File: config.mk
export PLATFORM = sky130hd
export DESIGN_NAME = shift_serializer_10bit
export DESIGN_NICKNAME = d
export VERILOG_FILES = /design/src/rtl/serializer_pkg.sv /design/src/rtl/serializer_bitcnt.sv /design/src/rtl/shift_serializer_10bit.sv
export SDC_FILE = /design/constraint.sdc
export NUM_CORES = 1
export LEC_CHECK = 0
export ABC_AREA = 1
export BUFFER_PORTS_ARGS = -buffer_cell sky130_fd_sc_hd__buf_2
export CORE_UTILIZATION = 53
export CTS_CLUSTER_DIAMETER = 30
export DETAILED_ROUTE_END_ITERATION = 10
export GPL_TIMING_DRIVEN = 0
export PLACE_DENSITY_LB_ADDON = 0.12
export SYNTH_ARGS = -nofsm -noshare
export SYNTH_HDL_FRONTEND = slang
export SYNTH_SLANG_ARGS = --single-unit
File: constraint.sdc
create_clock -name clk -period 1.4 [get_ports clk]
set_input_delay 0.07 -clock clk [delete_from_list [all_inputs] [get_ports clk]]
set_output_delay 0.07 -clock clk [all_outputs]
set_load 0.005 [all_outputs]
File: src/rtl/serializer_pkg.sv
// Shared definitions for the LSB-first word serializer: FSM state encoding
// and the default data width.
package serializer_pkg;

    localparam int DEFAULT_N = 10;

    typedef enum logic [1:0] {
        IDLE  = 2'd0,
        SHIFT = 2'd1,
        PAR   = 2'd2,
        DONE  = 2'd3
    } state_e;

endpackage : serializer_pkg

File: src/rtl/serializer_bitcnt.sv
// Bit counter for the serializer: cleared at the start of a word, stepped once
// per shifted bit, and flags the final data bit.
module serializer_bitcnt
    import serializer_pkg::*;
#(
    parameter int N = DEFAULT_N
) (
    input  logic clk,
    input  logic clr_n,
    input  logic clear,
    input  logic inc,
    output logic last
);

    localparam int CW = $clog2(N + 1);

    logic [CW-1:0] count_q;

    // NOTE: sequential state uses non-blocking assignments only, so every
    // register samples pre-edge values regardless of block ordering.
    always_ff @(posedge clk or negedge clr_n) begin
        if (!clr_n) begin
            count_q <= '0;
        end else if (clear) begin
            count_q <= '0;
        end else if (inc && (count_q != CW'(N))) begin
            // Saturates at N so a stray extra increment can never wrap to 0.
            count_q <= count_q + CW'(1);
        end
    end

    assign last = (count_q == CW'(N - 1));

endmodule : serializer_bitcnt

File: src/rtl/shift_serializer_10bit.sv
// Parallel-to-serial converter with valid/ready load handshake, LSB first.
// Define SERIALIZER_PARITY_EN to append one even-parity bit after the data.
module shift_serializer_10bit
    import serializer_pkg::*;
#(
    parameter int N = DEFAULT_N
) (
    input  logic         clk,
    input  logic         clr_n,
    input  logic         sclr,
    input  logic [N-1:0] data_in,
    input  logic         load_valid,
    output logic         load_ready,
    output logic         ser_out,
    output logic         ser_valid,
    output logic         busy,
    output logic         done
);

    state_e       state_q;
    logic [N-1:0] shift_q;
    logic         cnt_last;
    logic         handshake;
`ifdef SERIALIZER_PARITY_EN
    logic         parity_q;
`endif

    assign handshake = load_valid && load_ready;

    serializer_bitcnt #(.N(N)) u_bitcnt (
        .clk   (clk),
        .clr_n (clr_n),
        .clear (sclr || handshake),
        .inc   (state_q == SHIFT),
        .last  (cnt_last)
    );

    always_ff @(posedge clk or negedge clr_n) begin
        if (!clr_n) begin
            state_q  <= IDLE;
            shift_q  <= '0;
`ifdef SERIALIZER_PARITY_EN
            parity_q <= 1'b0;
`endif
        end else if (sclr) begin
            state_q  <= IDLE;
            shift_q  <= '0;
`ifdef SERIALIZER_PARITY_EN
            parity_q <= 1'b0;
`endif
        end else begin
            case (state_q)
                IDLE: begin
                    if (load_valid) begin
                        shift_q  <= data_in;
`ifdef SERIALIZER_PARITY_EN
                        parity_q <= ^data_in;
`endif
                        state_q  <= SHIFT;
                    end
                end
                SHIFT: begin
                    shift_q <= {1'b0, shift_q[N-1:1]};
                    if (cnt_last) begin
`ifdef SERIALIZER_PARITY_EN
                        state_q <= PAR;
`else
                        state_q <= DONE;
`endif
                    end
                end
`ifdef SERIALIZER_PARITY_EN
                PAR:     state_q <= DONE;
`endif
                DONE:    state_q <= IDLE;
                default: state_q <= IDLE;
            endcase
        end
    end

    // NOTE: outputs decode only registered state, so an asynchronous reset
    // shows its output values at once and no input reaches an output.
    assign load_ready = (state_q == IDLE);
    assign busy       = (state_q != IDLE);
    assign done       = (state_q == DONE);
`ifdef SERIALIZER_PARITY_EN
    assign ser_valid  = (state_q == SHIFT) || (state_q == PAR);
    assign ser_out    = ((state_q == SHIFT) && shift_q[0]) ||
                        ((state_q == PAR) && parity_q);
`else
    assign ser_valid  = (state_q == SHIFT);
    assign ser_out    = (state_q == SHIFT) && shift_q[0];
`endif

endmodule : shift_serializer_10bit

## After elaboration in Yosys (flattened, before gate mapping)

Index checks and enable logic that the tools add are counted.
W data, S select, Z words.

- $mul: 0
- Equal/unequal tests: 6
- Mux-type cells: 9
- Bitwise gates (word level): 0
- $add $sub $neg: 1
- Divide/modulo/power cells: 0
- $lt $le $gt $ge: 0
- Shift operators: 0
- Reductions and logical operators: 10

Operators with widths:

| cell | number |
|---|---|
| $mux W10 | 2 |
| $pmux W10 S2 | 1 |
| $mux W4 | 2 |
| $mux W2 | 3 |
| $ne A3 B3 Y1 const B | 2 |
| $add A4 B1 Y4 const B | 1 |
| $eq A4 B4 Y1 const B | 1 |
| $ne A4 B4 Y1 const B | 1 |
| $pmux W2 S2 | 1 |
| $reduce_and A2 Y1 | 2 |
| $reduce_bool A2 Y1 | 2 |
| $logic_and A1 B1 Y1 | 3 |
| $reduce_bool A3 Y1 | 1 |
| $eq A2 B1 Y1 const B | 1 |
| $eq A2 B2 Y1 const B | 1 |
| $logic_not A2 Y1 | 1 |
| $logic_or A1 B1 Y1 | 1 |

- Output and inout port bits: 5
- Memories kept: 0
- Bits in writable memories: 0
- Bits in read-only memories: 0
- Input bits: 14
- Logic and storage cells: 29
- Flip-flop bits (word level): 16
- Bits in latches: 0

## Longest topological paths before layout

- Depth after elaboration: 4
- Depth in mapped cells: 8
- Gate-level depth less buffers: 8

## Hierarchy

From an unflattened synthesis, not the netlist that was laid out.

- Cell total of the unflattened synthesis: 142
- Area, all modules: 969.7 µm²

Modules (own cells, without submodules):

| module | area each (µm²) | cells an instance | instances | seq. area each (µm²) |
|---|---|---|---|---|
| shift_serializer_10bit | 705.7 | 108 | 1 | 300.3 |
| serializer_bitcnt | 264.0 | 34 | 1 | 100.1 |

## Worst setup path after synthesis

Ideal clock, no wire load.

- Path type: register to register
- From: register u_bitcnt.count_q[0]
- To: register u_bitcnt.count_q[3]
- Library setup time: 0.065 ns
- Stages on the path, launching flop included: 9
- Slack: 0.240 ns
- Clock period less this slack: 1.160 ns
- Buffers on the path: 0
- Data arrival time: 1.095 ns
- Data required time: 1.335 ns
- Cells stage by stage: dfrtp_1 inv_1 ha_1 nand3_1 nand2_1 inv_1 nor2_1 nand2_1 nand2_1

- Longest elaborated chain between the ends: 3
- Elaborated cells between the ends (all ways): 6
- Those cells by class: 1 x add/sub; 1 x eq/ne; 2 x mux; 2 x reduce/logical

Ends and longest elaborated chain:

| element | RTL line | RTL |
|---|---|---|
| start: declaration | serializer_bitcnt.sv:17 | `logic [CW-1:0] count_q;` |
| start signal: assignment | serializer_bitcnt.sv:28 | `count_q <= count_q + CW'(1);` |
| $add A4 B1 Y4 or $ne A4 B4 Y1 (tied branches) | serializer_bitcnt.sv:28, serializer_bitcnt.sv:26 |  |
| $mux W4 or $logic_and A1 B1 Y1 (tied branches) | serializer_bitcnt.sv:26 | `end else if (inc && (count_q != CW'(N))) begin` |
| $mux W4 or $reduce_bool A2 Y1 (tied branches) | n/a |  |

Several ways; a longest one is shown, not always the timed one. The select of a mux whose other input is x is not followed.
A chain may end at the register's enable or synchronous reset.

## Final worst setup path

- From: register state_q[1]
- To: output port ser_out

- Longest elaborated chain between the ends: 2

Ends and longest elaborated chain:

| element | RTL line | RTL |
|---|---|---|
| start: declaration | shift_serializer_10bit.sv:20 | `state_e state_q;` |
| start signal: assignment | shift_serializer_10bit.sv:40 | `state_q <= IDLE;` |
| start signal: assignment | shift_serializer_10bit.sv:46 | `state_q <= IDLE;` |
| start signal: assignment | shift_serializer_10bit.sv:59 | `state_q <= SHIFT;` |
| $eq A2 B1 Y1 | shift_serializer_10bit.sv:92 | `assign ser_out = (state_q == SHIFT) && shift_q[0];` |
| $logic_and A1 B1 Y1 | shift_serializer_10bit.sv:92 |  |
| end: declaration | shift_serializer_10bit.sv:14 | `output logic ser_out,` |

Every way passes these cells.

==> impl_metrics.toml <==
[status]
run_status = "completed"

[placed_design]
hpwlAfterDp_mm = 1.407
place.port_buffers = 18
post-place-cells = 171
routability_cong = 0.8546

[synthesis]
number_of_warnings_reported_in_the_yosys_synthesis_log = 0
synthTopCellsByCount = "sky130_fd_sc_hd__nand2_1 (60), sky130_fd_sc_hd__dfrtp_1 (16), sky130_fd_sc_hd__inv_1 (10)"
synth_seq_area_share_pct = 41.24
yosys.cell_count.top_type = "sky130_fd_sc_hd__nand2_1"
syn_inst = 128
synthesis.area_um2 = 970.9
synth_largest_area_cell = "sky130_fd_sc_hd__dfrtp_1"
yosys-top-cells-area = "sky130_fd_sc_hd__dfrtp_1 (41%), sky130_fd_sc_hd__nand2_1 (23%), sky130_fd_sc_hd__o21ai_2 (8.1%)"
synth.net_count = 145
synth_top_area_share_pct = 41.24
synth_enable_flop_cells = 0
synth.distinct_cells = 18
synth-main-ff-cell = "sky130_fd_sc_hd__dfrtp_1"
yosys_register_bits = 16
post_synthesis_average_cell_area_um2 = 7.585
ys_async_sr_fraction_pct = 100.0

[routing]
wirelength_mm = 2.033
initialDrtViolationCount = 16
route.vias.total = 863
post_drt_via_cell_ratio = 4.903
drtAntennaViolNets = 0
detail_route.wl_per_cell_um = 11.55
drc_errors = 0
detail_route.first_pass.iterations = 4

[layout]
syn_to_final_growth_pct = 17.78
final_nets = 170
fillerInstances = 167
antenna_cells_inserted = 0
drive_gt1_share_pct = 30.46
finalNonFillerCells = 176

[timing]
fin_tns_setup_ps = 0
unrepaired_setup_endpoints_after_global_routing = "no"
tightest_slew_ps = 374.0
final-hold-violation-count = 0
max_clock_freq_ghz = 0.7715
timing.final.crit_share_pct = 92.58
relSlewSlack_pct = 75.07
finalSetupViolCount = 0
final_period_minus_worst_setup_slack_ps = 1296
slew_violations = 0
clock-skew-final_ps = 1.473

[clock_tree]
numCtsBuffers = 3
clock_tree_from_tritoncts = "built"
worst_skew_pair.late_latency_ps = 280
path_clk_slew_ps = 90
clock_tree.buffer_depth = 2
clock_tree.htree_level_count = 1
cts_root_buffer = "sky130_fd_sc_hd__clkbuf_4"
clock-sinks = 16

[die]
dieHeight_um = 44.80
die-width_um = 44.80
core_region_area_um2 = 1727
floorplan.io_pins = 19
initial_utilization_pct = 56.23
fp.dieArea_um2 = 2007
std_cell_rows = 15

[critical_path]
critical_path_class = "reg2out"
cp.arrival_ps = 1230
peak_per_stage_delay_on_the_critical_path_ps = 450
reg2reg_slack_ps = 150
worst_setup_path_start_kind = "flip-flop"
crit_required_ps = 1330
critical_path_top_delay_cell = "sky130_fd_sc_hd__dfrtp_1"
cp_max_fo = 10
ordered_list_of_cells_on_the_worst_path = "inv_2 > nand2_2 > buf_6 > nor2_1 > buf_2"
cp-end-kind = "primary output"

[grt]
grt_first_pass_wirelength_mm = 3.484
grt_antenna_before_repair = 0
grt_util_all_layers_pct = 23.94
grt_pass1_vias = 827
grt-ovfl-total = 0
pin_count_of_the_biggest_net_entering_global_routing = 17

[power_and_ir_drop]
power.density_cell_area_nw_per_um2 = 819.2
vdd_ir_drop_max_v = 0.0006412
design_power_total_uw = 936.8
static-leakage-power_uw = 0.0006246

[hold_path]
min_path_type = "in2reg"

[run]
maxCapViolations = 0
layout make-up:
| class | count | area [um2] | share of cell area [%] |
|---|---|---|---|
| clock buffer | 3 | 22.52 | 1.969 |
| sequential | 16 | 401.6 | 35.12 |
| timing repair buffer | 20 | 110.1 | 9.628 |
| tap | 25 | 31.28 | 2.735 |
| multi-input combinational | 95 | 474.2 | 41.47 |
| inverter | 12 | 45.04 | 3.939 |
| buffer | 5 | 58.81 | 5.142 |
placed cells by master, fill, tap and decap left out, types with 2 or more instances in the layout:
cell type	synthesis	layout
sky130_fd_sc_hd__nand2_1	60	60
sky130_fd_sc_hd__buf_2	0	18
sky130_fd_sc_hd__dfrtp_1	16	15
sky130_fd_sc_hd__inv_1	10	9
sky130_fd_sc_hd__o21ai_2	9	9
sky130_fd_sc_hd__nand3_1	6	6
sky130_fd_sc_hd__buf_6	4	4
sky130_fd_sc_hd__nand2_2	4	4
sky130_fd_sc_hd__inv_2	2	3
sky130_fd_sc_hd__nor2_1	4	3
sky130_fd_sc_hd__ha_1	3	3
sky130_fd_sc_hd__clkbuf_4	0	3
sky130_fd_sc_hd__nor2_2	2	2
sky130_fd_sc_hd__o21ai_1	2	2
sky130_fd_sc_hd__dlygate4sd3_1	0	2
sequential cells by signal, summed over array words and instances, names as in the netlist:
name / flops
state_q: 2
shift_q: 10
u_bitcnt.count_q: 4
final timing paths:
check                                                start                               to  cells after the start
setup / recovery                    state_q[1]$_DFFE_PN0P_                          ser_out                      5
hold / removal                                  data_in[9]           shift_q[9]$_DFFE_PN0P_                      3
setup reg to reg           u_bitcnt.count_q[0]$_DFFE_PN0P_  u_bitcnt.count_q[0]$_DFFE_PN0P_                      8
hold reg to reg                     shift_q[3]$_DFFE_PN0P_           shift_q[3]$_DFFE_PN0P_                      2
max in group asynchronous                            clr_n  u_bitcnt.count_q[0]$_DFFE_PN0P_                      2
min in group asynchronous                            clr_n           state_q[1]$_DFFE_PN0P_                      2
kinds of logic (layout without fill, tap and decap cells):
family / after synthesis / in the layout / synth area share [%]
AOI/OAI and AO/OA: 12 / 12 / 9.665
xor gates and xnor gates: 1 / 1 / 0.9022
adders and majority gates: 3 / 3 / 3.866
buffers and inverters: 17 / 40 / 10.70
DFF: 16 / 16 / 41.24
and+or+nand+nor: 79 / 79 / 33.63
report_power, final:
part	switching, uW	leakage [uW]	internal, uW
Clock	141	0.0000138	99.6
Combinational	105	0.000399	78.9
Sequential	22.4	0.000212	490
Total	268	0.000625	668
metal layers:
layer	wire length, um	share of wire, %	global-route usage, %
met1	927	46	30.93
met3	81	4.0	3.600
met5	0	0	0
met2	1011	50	41.47
met4	12	0.59	7.273
per-stage QoR:
| stage | area (um2) | setup slack, ps | util [%] | hold slack, ps |
|---|---|---|---|---|
| finish | 1144 | 103.9 | 66.23 | 69.83 |
| CTS | 1135 | 21.41 | 65.72 | 71.43 |
| floorplan | 970.9 | 240.2 | - | -225.6 |
| global placement | 1092 | 112.6 | 63.26 | 5.527 |
| detailed placement | 1092 | 42.59 | 63.26 | 8.999 |
| global route | 1144 | 20.04 | 66.23 | 68.32 |
repair_timing:
item	in CTS	in global routing
endpoints found under the hold margin	17	0
hold buffers	2	0
endpoints found under the setup margin	0	3
gates resized for setup	0	4
setup buffers	0	0
critical path, delay by kind of cell (launching register included):
kind | cells | cell delay [ps]
buf+inv | 3 | 360
flops | 1 | 450
simple gates | 2 | 130
No activity file was read; power rests on OpenSTA's default activity.
